==> config.mk <==
export PLATFORM = sky130hd
export DESIGN_NAME = counter_load_arbiter_flat
export DESIGN_NICKNAME = d
export VERILOG_FILES = /design/src/rtl/counter_load_arbiter_if.sv /design/src/rtl/counter_load_arbiter.sv /design/src/flat_wrapper.sv
export SDC_FILE = /design/constraint.sdc
export NUM_CORES = 1
export LEC_CHECK = 0
export ABC_AREA = 1
export ABC_CLOCK_PERIOD_IN_PS = 1800
export CELL_PAD_IN_SITES_DETAIL_PLACEMENT = 0
export CELL_PAD_IN_SITES_GLOBAL_PLACEMENT = 1
export CORE_ASPECT_RATIO = 0.9
export CORE_MARGIN = 8
export CORE_UTILIZATION = 29
export DETAILED_ROUTE_END_ITERATION = 6
export PLACE_DENSITY_LB_ADDON = 0.1
export SYNTH_ARGS = -nofsm -noshare
export SYNTH_HDL_FRONTEND = slang
export SYNTH_SLANG_ARGS = --single-unit
==> constraint.sdc <==
create_clock -name clk -period 1.8 [get_ports clk]
set_clock_uncertainty 0.2 [all_clocks]
set_input_delay 0.36 -clock clk [delete_from_list [all_inputs] [get_ports clk]]
set_output_delay 0.36 -clock clk [all_outputs]
set_load 0.05 [all_outputs]
==> src/rtl/counter_load_arbiter_if.sv <==
// Load-request bus between the requesters and counter_load_arbiter.
// The master side is the requester pool; the slave side is the arbiter.
interface counter_load_arbiter_if #(
    parameter int unsigned NREQ = 4,
    parameter int unsigned DW   = 8
);
    logic [NREQ-1:0]    req;
    logic [NREQ*DW-1:0] req_data;
    logic [NREQ-1:0]    gnt;
    logic               wr;
    logic [DW-1:0]      wdata;
    logic               busy;
    logic [2:0]         last_id;
    logic [15:0]        load_cnt;

    modport master (
        output req, req_data,
        input  gnt, wr, wdata, busy, last_id, load_cnt
    );

    modport slave (
        input  req, req_data,
        output gnt, wr, wdata, busy, last_id, load_cnt
    );
endinterface

==> src/rtl/counter_load_arbiter.sv <==
// counter_load_arbiter: shares a loadable counter's write port among NREQ
// requesters. One load per grant (single-cycle wr/gnt pulse), then a
// free-run gap of GAP_CYCLES cycles before the next decision.
// Build option: define COUNTER_ARB_FIXED_PRIO_EN for fixed priority
// (lowest index wins); the default build is round-robin.
module counter_load_arbiter #(
    parameter int unsigned NREQ       = 4,
    parameter int unsigned DW         = 8,
    parameter int unsigned GAP_CYCLES = 2
) (
    input  logic                  clk,
    input  logic                  reset,
    counter_load_arbiter_if.slave bus
);
    localparam int unsigned IDW  = 3;
    localparam int unsigned CNTW = 16;
    localparam int unsigned GW   = 8;
    localparam int unsigned IW   = $clog2(NREQ);

    typedef enum logic [1:0] {IDLE, LOAD, GAP} state_t;

    state_t           state_q, state_d;
    logic [GW-1:0]    gap_q, gap_d;
    logic             wr_q, wr_d;
    logic [NREQ-1:0]  gnt_q, gnt_d;
    logic [DW-1:0]    wdata_q, wdata_d;
    logic             busy_q, busy_d;
    logic [IDW-1:0]   last_id_q, last_id_d;
    logic [CNTW-1:0]  load_cnt_q, load_cnt_d;

    logic             win_found;
    logic [IDW-1:0]   win_idx;
    logic [IW-1:0]    scan_idx;
    logic [DW-1:0]    win_data;

    // Winner selection; last_id doubles as the round-robin pointer.
    always_comb begin
        win_found = 1'b0;
        win_idx   = '0;
        scan_idx  = '0;
        win_data  = '0;
`ifdef COUNTER_ARB_FIXED_PRIO_EN
        for (int i = int'(NREQ) - 1; i >= 0; i--) begin
            if (bus.req[i]) begin
                win_found = 1'b1;
                win_idx   = IDW'(i);
            end
        end
`else
        for (int i = int'(NREQ); i >= 1; i--) begin
            scan_idx = IW'((int'(last_id_q) + i) % int'(NREQ));
            if (bus.req[scan_idx]) begin
                win_found = 1'b1;
                win_idx   = IDW'(scan_idx);
            end
        end
`endif
        for (int i = 0; i < int'(NREQ); i++) begin
            if (win_idx == IDW'(i)) begin
                win_data = bus.req_data[i*DW +: DW];
            end
        end
    end

    // Next-state and next-output logic.
    always_comb begin
        state_d    = state_q;
        gap_d      = gap_q;
        wr_d       = 1'b0;
        gnt_d      = '0;
        wdata_d    = wdata_q;
        last_id_d  = last_id_q;
        load_cnt_d = load_cnt_q;
        case (state_q)
            IDLE: begin
                if (win_found) begin
                    state_d    = LOAD;
                    wr_d       = 1'b1;
                    gnt_d      = NREQ'(1) << win_idx;
                    wdata_d    = win_data;
                    last_id_d  = win_idx;
                    load_cnt_d = load_cnt_q + CNTW'(1);
                end
            end
            LOAD: begin
                if (GAP_CYCLES == 0) begin
                    state_d = IDLE;
                end else begin
                    state_d = GAP;
                    gap_d   = GW'(GAP_CYCLES - 1);
                end
            end
            GAP: begin
                if (gap_q == '0) begin
                    state_d = IDLE;
                end else begin
                    gap_d = gap_q - GW'(1);
                end
            end
            default: state_d = IDLE;
        endcase
        busy_d = (state_d != IDLE);
    end

    // State and output registers with synchronous active-low reset.
    always_ff @(posedge clk) begin
        if (!reset) begin
            state_q    <= IDLE;
            gap_q      <= '0;
            wr_q       <= 1'b0;
            gnt_q      <= '0;
            wdata_q    <= '0;
            busy_q     <= 1'b0;
            last_id_q  <= IDW'(NREQ - 1);
            load_cnt_q <= '0;
        end else begin
            state_q    <= state_d;
            gap_q      <= gap_d;
            wr_q       <= wr_d;
            gnt_q      <= gnt_d;
            wdata_q    <= wdata_d;
            busy_q     <= busy_d;
            last_id_q  <= last_id_d;
            load_cnt_q <= load_cnt_d;
        end
    end

    assign bus.wr       = wr_q;
    assign bus.gnt      = gnt_q;
    assign bus.wdata    = wdata_q;
    assign bus.busy     = busy_q;
    assign bus.last_id  = last_id_q;
    assign bus.load_cnt = load_cnt_q;
endmodule

==> src/flat_wrapper.sv <==
// flat-port wrapper written by rule: the top's interface ports become plain ports
module counter_load_arbiter_flat 
#(
    parameter int unsigned NREQ       = 4,
    parameter int unsigned DW         = 8,
    parameter int unsigned GAP_CYCLES = 2
)
  (clk, reset, bus_req, bus_req_data, bus_gnt, bus_wr, bus_wdata, bus_busy, bus_last_id, bus_load_cnt);
  counter_load_arbiter_if #(.NREQ(NREQ), .DW(DW)) bus_i ();
  input  logic clk;
  input  logic reset;
  input wire logic [$bits(bus_i.req)-1:0] bus_req;
  input wire logic [$bits(bus_i.req_data)-1:0] bus_req_data;
  output wire logic [$bits(bus_i.gnt)-1:0] bus_gnt;
  output wire logic [$bits(bus_i.wr)-1:0] bus_wr;
  output wire logic [$bits(bus_i.wdata)-1:0] bus_wdata;
  output wire logic [$bits(bus_i.busy)-1:0] bus_busy;
  output wire logic [$bits(bus_i.last_id)-1:0] bus_last_id;
  output wire logic [$bits(bus_i.load_cnt)-1:0] bus_load_cnt;
  assign bus_i.req = bus_req;
  assign bus_i.req_data = bus_req_data;
  assign bus_gnt = bus_i.gnt;
  assign bus_wr = bus_i.wr;
  assign bus_wdata = bus_i.wdata;
  assign bus_busy = bus_i.busy;
  assign bus_last_id = bus_i.last_id;
  assign bus_load_cnt = bus_i.load_cnt;
  counter_load_arbiter #(.NREQ(NREQ), .DW(DW), .GAP_CYCLES(GAP_CYCLES)) u_core (.clk(clk), .reset(reset), .bus(bus_i));
endmodule
Word-level counts from Yosys, hierarchy flattened
Cells that the tools add are included.

$mul: 0. Shift operators: 1. Reductions and logical operators: 9. Add/subtract/negate cells: 6. Bitwise logic cells: 0. Magnitude comparators: 4. Divide/modulo/power cells: 0. Muxes and demuxes: 26. Equality and inequality tests: 6.

Operator list (number): 8-bit 2-to-1 mux (5); 16-bit by 1-bit adder with 16-bit output, second input constant (1); 8-bit case mux with 2 select lines (1); 2-bit by 3-bit less-than comparator with 1-bit output, second input constant (4); 2-bit 2-to-1 mux (6); 1-bit 2-to-1 mux (9); 1-bit binary-select mux with 2-bit select (4); 8-bit logical NOT (1); 8-bit by 1-bit subtractor with 8-bit output, second input constant (1); 2-bit == test, second input constant (3); 2-bit case mux with 3 select lines (1); 2-bit AND reduction (3); 2-bit by 1-bit adder with 2-bit output, second input constant (2); 2-bit adder, second input constant (2); 2-bit by 1-bit == test with 1-bit output, second input constant (2); 2-bit nonzero test (2); 1-bit by 2-bit left shift with 4-bit output, first input constant (1); 3-bit logical NOT (1); 3-bit AND reduction (1); 2-bit logical NOT (1); 2-bit inequality test, second input constant (1).

Bits in registers: 42. Memories: 0. Word-level logic and storage cells: 60. Bits in latches: 0. Bits in writable memories: 0. ROM bits: 0. Input bits: 38.

Longest topological paths before layout
Depth after elaboration: 12. Depth in mapped cells: 15.

Worst setup path after synthesis
No wires, ideal clock.

Kind: register to register. Start point: register u_core.last_id_q[0], in the netlist u_core.bus.last_id[0]. End point: register u_core.wdata_q[2], in the netlist u_core.bus.wdata[2]. Path slack: -0.417 ns. Cell stages (with the launch flop): 15. Period minus slack after synthesis: 2.217 ns. Arrival time: 1.882 ns. Library setup time: 0.135 ns. Cells stage by stage: dfxtp_1 -> inv_1 -> nand2_1 -> nand3_1 -> nand2_1 -> inv_1 -> nand2_2 -> nand2_2 -> nand2_1 -> nand3_2 -> buf_6 -> o21ai_0 -> inv_1 -> nand2_1 -> a21oi_2.

Cells in the longest elaborated chain, start to end: 12. Elaborated cells between the ends (all ways): 29. Classes of those cells: add/sub (4); eq/ne (3); mux (20); reduce/logical (2).

RTL lines: from (decl) (line counter_load_arbiter.sv:28) `logic [IDW-1:0] last_id_q, last_id_d;`; from (signal assigned) (line counter_load_arbiter.sv:114) `last_id_q <= IDW'(NREQ - 1);`; from (signal assigned) (line counter_load_arbiter.sv:123) `last_id_q <= last_id_d;`; 2-bit by 1-bit adder with 2-bit output (line counter_load_arbiter.sv:51) `scan_idx = IW'((int'(last_id_q) + i) % int'(NREQ));`; 1-bit binary-select mux with 2-bit select (line counter_load_arbiter.sv:52) `if (bus.req[scan_idx]) begin`; 1-bit 2-to-1 mux (not written as such) (line counter_load_arbiter.sv:52); 2-bit 2-to-1 mux (4 in a row) (line counter_load_arbiter.sv:52); 3-bit logical NOT (line counter_load_arbiter.sv:59) `if (win_idx == IDW'(i)) begin`; 8-bit 2-to-1 mux (4 in a row) (line counter_load_arbiter.sv:59); to (signal assigned) (line counter_load_arbiter.sv:121) `wdata_q <= wdata_d;`; to (decl) (line counter_load_arbiter.sv:26) `logic [DW-1:0] wdata_q, wdata_d;`.

Parallel ways exist; a longest one is shown, timed or not. The select of a mux whose other input is x is not followed. A chain may end at the register's enable or synchronous reset.

Worst setup path after layout
Start point: register u_core.last_id_q[0], in the netlist u_core.bus.last_id[0]. End point: register u_core.wdata_q[7], in the netlist u_core.bus.wdata[7].

Same word-level chain as after synthesis.

==> summary.txt <==
Clocking
  – TritonCTS Sinks: 42
  – CTS root buffer: clkbuf_8
  – Worst-path clk slew: 0.08 ns
  – Inserted Clock Buffers: 5
  – CTS tree: yes
  – H-tree depth: 2
  – Worst-skew pair later-pin latency: 0.29 ns
  – Max clock buf depth: 2
  – Hold Buf Count CTS: 0

Place
  – GPL Wtd Cong: between 0.7 and 0.8
  – Cell count after placement: about 530
  – DPL Wire Length: 5150 um
  – Number of port buffers: 69

Global route
  – First-pass GRT wire length: roughly 11000 um
  – Vias in the first global route: 2405
  – Initial antenna violation count: 0
  – Largest net degree at the start of global routing: 18
  – Grt total ovfl: 0
  – GRT Total Usage: a little over an eighth

Timing
  – Worst hold slack: 0.267 ns
  – Final setup vio count: 15
  – Final hold vios: 0
  – Fin crit share: 106%
  – Final slew viol count: 0
  – Highest Clock Rate: 524 MHz
  – Setup_tns: -0.979 ns
  – Fin worst setup slack: -0.108 ns
  – RSZ-0062 raised after global routing: true
  – Min Tclk post-route: about 1.9 ns

Routing
  – Drt initial violations: 114
  – Antenna Nets Post-Route: 0
  – Drt pass-1 iters: 4
  – Vias: around 2500
  – Total Wirelength: 7110 um
  – Drt drc: 0
  – Vias/cell: around 4.5
  – WL/cell: 12.9 um

Worst setup path
  – Crit-path max FO: 6
  – Required @ worst endpoint: ~1.8 ns
  – Crit-path max cell delay: a little under 0.4 ns
  – Crit path arrival time: roughly 1.9 ns
  – Setup crit start: u_core.bus.last_id[0]
  – Worst setup SP type: flip-flop
  – Critical path class: flip-flop to flip-flop
  – Worst-path cell chain: buf_6, o21ai_4, nand2_2, nand2_2, nand2_4, nand3_2, nand2_4, buf_8, o21bai_1, nand3_1, nand2_1, a21oi_2
  – Slowest CP cell: dfxtp_4
  – Worst Setup End Kind: flip-flop
  – RR Startpoint: u_core.bus.last_id[0]

Layout
  – Layout cell share with drive strength beyond 1: 36.9%
  – Fill count: 809
  – Most common cell after layout, fill and taps aside: nand2_1
  – Post-Layout Cell Count: 552
  – Layout area overhead: 74.8%
  – ANT cells: 0
  – Most frequent cells in the layout: 64 x nand2_1, 45 x inv_1, 36 x buf_4
  – Final nets: approximately 490
  – Final Util: 51.1%

Yosys
  – Yosys top cell area share: a little over a third
  – Synth Flop Type: dfxtp_1
  – Post-synthesis register bit count: 42
  – Synth warn: 0
  – Post-synth EDFFs: 0
  – Register area share after synthesis: 36.4%
  – Asr flop ratio synth: 0%
  – Area leader, netlist: dfxtp_1
  – Synth Area per Inst: slightly below 7 um^2
  – Synth area leaders: dfxtp_1 36%, nand2_1 14%, inv_1 7.8%
  – Netlist cell types: 37
  – Syn_nets: 384
  – Mapped Area: 0.00231 mm^2
  – Gate Count Post-Synth: 344

Pwr
  – Max IR drop VDD: a little over 0.7 mV
  – Leakage power: 1.75 nW
  – Power Total: between 6 and 7 mW
  – PwrDens: 1650 mW/mm^2

Flow run
  – MaxCap Viol Count: 0

Floorplanning
  – Std-Cell Rows: 31
  – CORE AREA: around 0.0079 mm^2
  – I/O pin count: between 70 and 80
  – Die Ht: 101 um
  – Die width: roughly 110 um
  – Initial Utilization: 29.2%
  – Die area: roughly 0.011 mm^2

Outcome
  – Failing checks: setup timing
  – Status: finished, violations left

Min path
  – Hold_sp: u_core.gap_q[6]
  – Worst min-delay path class: flip-flop to flip-flop
## worst max-delay path: cells and delay by family (launching register included)
| kind | cells | cell delay [ns] |
|---|---|---|
| AOI/OAI and AO/OA | 3 | 0.36 |
| buffers and inverters | 2 | 0.28 |
| DFF | 1 | 0.39 |
| and+or+nand+nor | 7 | 0.60 |
## worst paths after layout
| kind | end | slack, ns | cells after the start |
|---|---|---|---|
| setup reg to reg | u_core.bus.wdata[7] | -0.11 | 12 |
| setup / recovery | u_core.bus.wdata[7] | -0.11 | 12 |
| hold reg to reg | u_core.gap_q[6] | 0.27 | 2 |
| hold / removal | u_core.gap_q[6] | 0.27 | 2 |
## cells by family after synthesis
| family | synth area share [%] |
|---|---|
| AO/OA/AOI/OAI | 15.0 |
| XOR/XNOR | 0.758 |
| buffers and inverters | 12.6 |
| flip-flops | 36.4 |
| AND/OR/NAND/NOR | 34.0 |
| other | 0.162 |
| adder cells (fa/ha/maj) | 1.08 |
## flip-flops by register name (all words and copies together), names as in the netlist
| register | count |
|---|---|
| u_core.bus.load_cnt | 16 |
| u_core.bus.wdata | 8 |
| u_core.gap_q | 8 |
| u_core.bus.gnt | 4 |
| u_core.bus.last_id | 2 |
| u_core.state_q | 2 |
| u_core.bus.busy | 1 |
| u_core.bus.wr | 1 |
## area by class of cell
type | instances | area, um^2 | area share [%]
clock inverter | 2 | 8.76 | 0.217
sequential | 42 | 858 | 21.2
timing repair buffer | 113 | 1330 | 32.8
clock buffer | 6 | 72.6 | 1.80
inverter | 51 | 204 | 5.04
tap | 99 | 124 | 3.06
multi-input combinational | 239 | 1450 | 35.8
## synthesized netlist by cell type (all sizes together) (2+ instances only)
| cell | n |
|---|---|
| nand4 | 5 |
| dfxtp | 42 |
| o21ai | 27 |
| ha | 2 |
| buf | 10 |
| nor2 | 28 |
| a31oi | 2 |
| xor2 | 2 |
| nor3 | 7 |
| o21bai | 3 |
| a21oi | 24 |
| nand3 | 33 |
| inv | 50 |
| nand2 | 94 |
| nor3b | 2 |
| clkbuf | 4 |
## through the flow
| step | setup slack [ns] | instance area, um^2 |
|---|---|---|
| 6_report | -0.108 | 4040 |
| 5_1_grt | -0.224 | 4040 |
| 4_1_cts | -0.135 | 3800 |
| 3_5_place_dp | -0.561 | 3530 |
| 3_3_place_gp | -0.559 | 3530 |
| 2_1_floorplan | -0.0328 | 2350 |
## power breakdown
part | total (mW) | switching [mW] | internal [mW]
Sequential | 1.32 | 0.185 | 1.14
Clock | 0.597 | 0.329 | 0.267
Combinational | 4.74 | 2.70 | 2.04
Total | 6.66 | 3.21 | 3.45
## per-layer routing
| layer | track usage [%] | vias up | part of all wire [%] |
|---|---|---|---|
| met2 | 21.9 | 41 | 48 |
| met1 | 15.6 | 1145 | 45 |
| met3 | 4.16 | 5 | 6.0 |
| li1 | - | 1320 | - |
| met4 | 3.07 | 0 | 0.72 |
| met5 | 0 | - | 0 |
## timing repair
action | in CTS | in global routing
gates resized for setup | 34 | 62
hold endpoints to repair | 0 | 0
buffers inserted | 7 | 8
pin swaps | 23 | 27
gates cloned | 3 | 0
setup endpoints to repair | 26 | 36
Note: power is estimated with default switching activity, not from simulation.
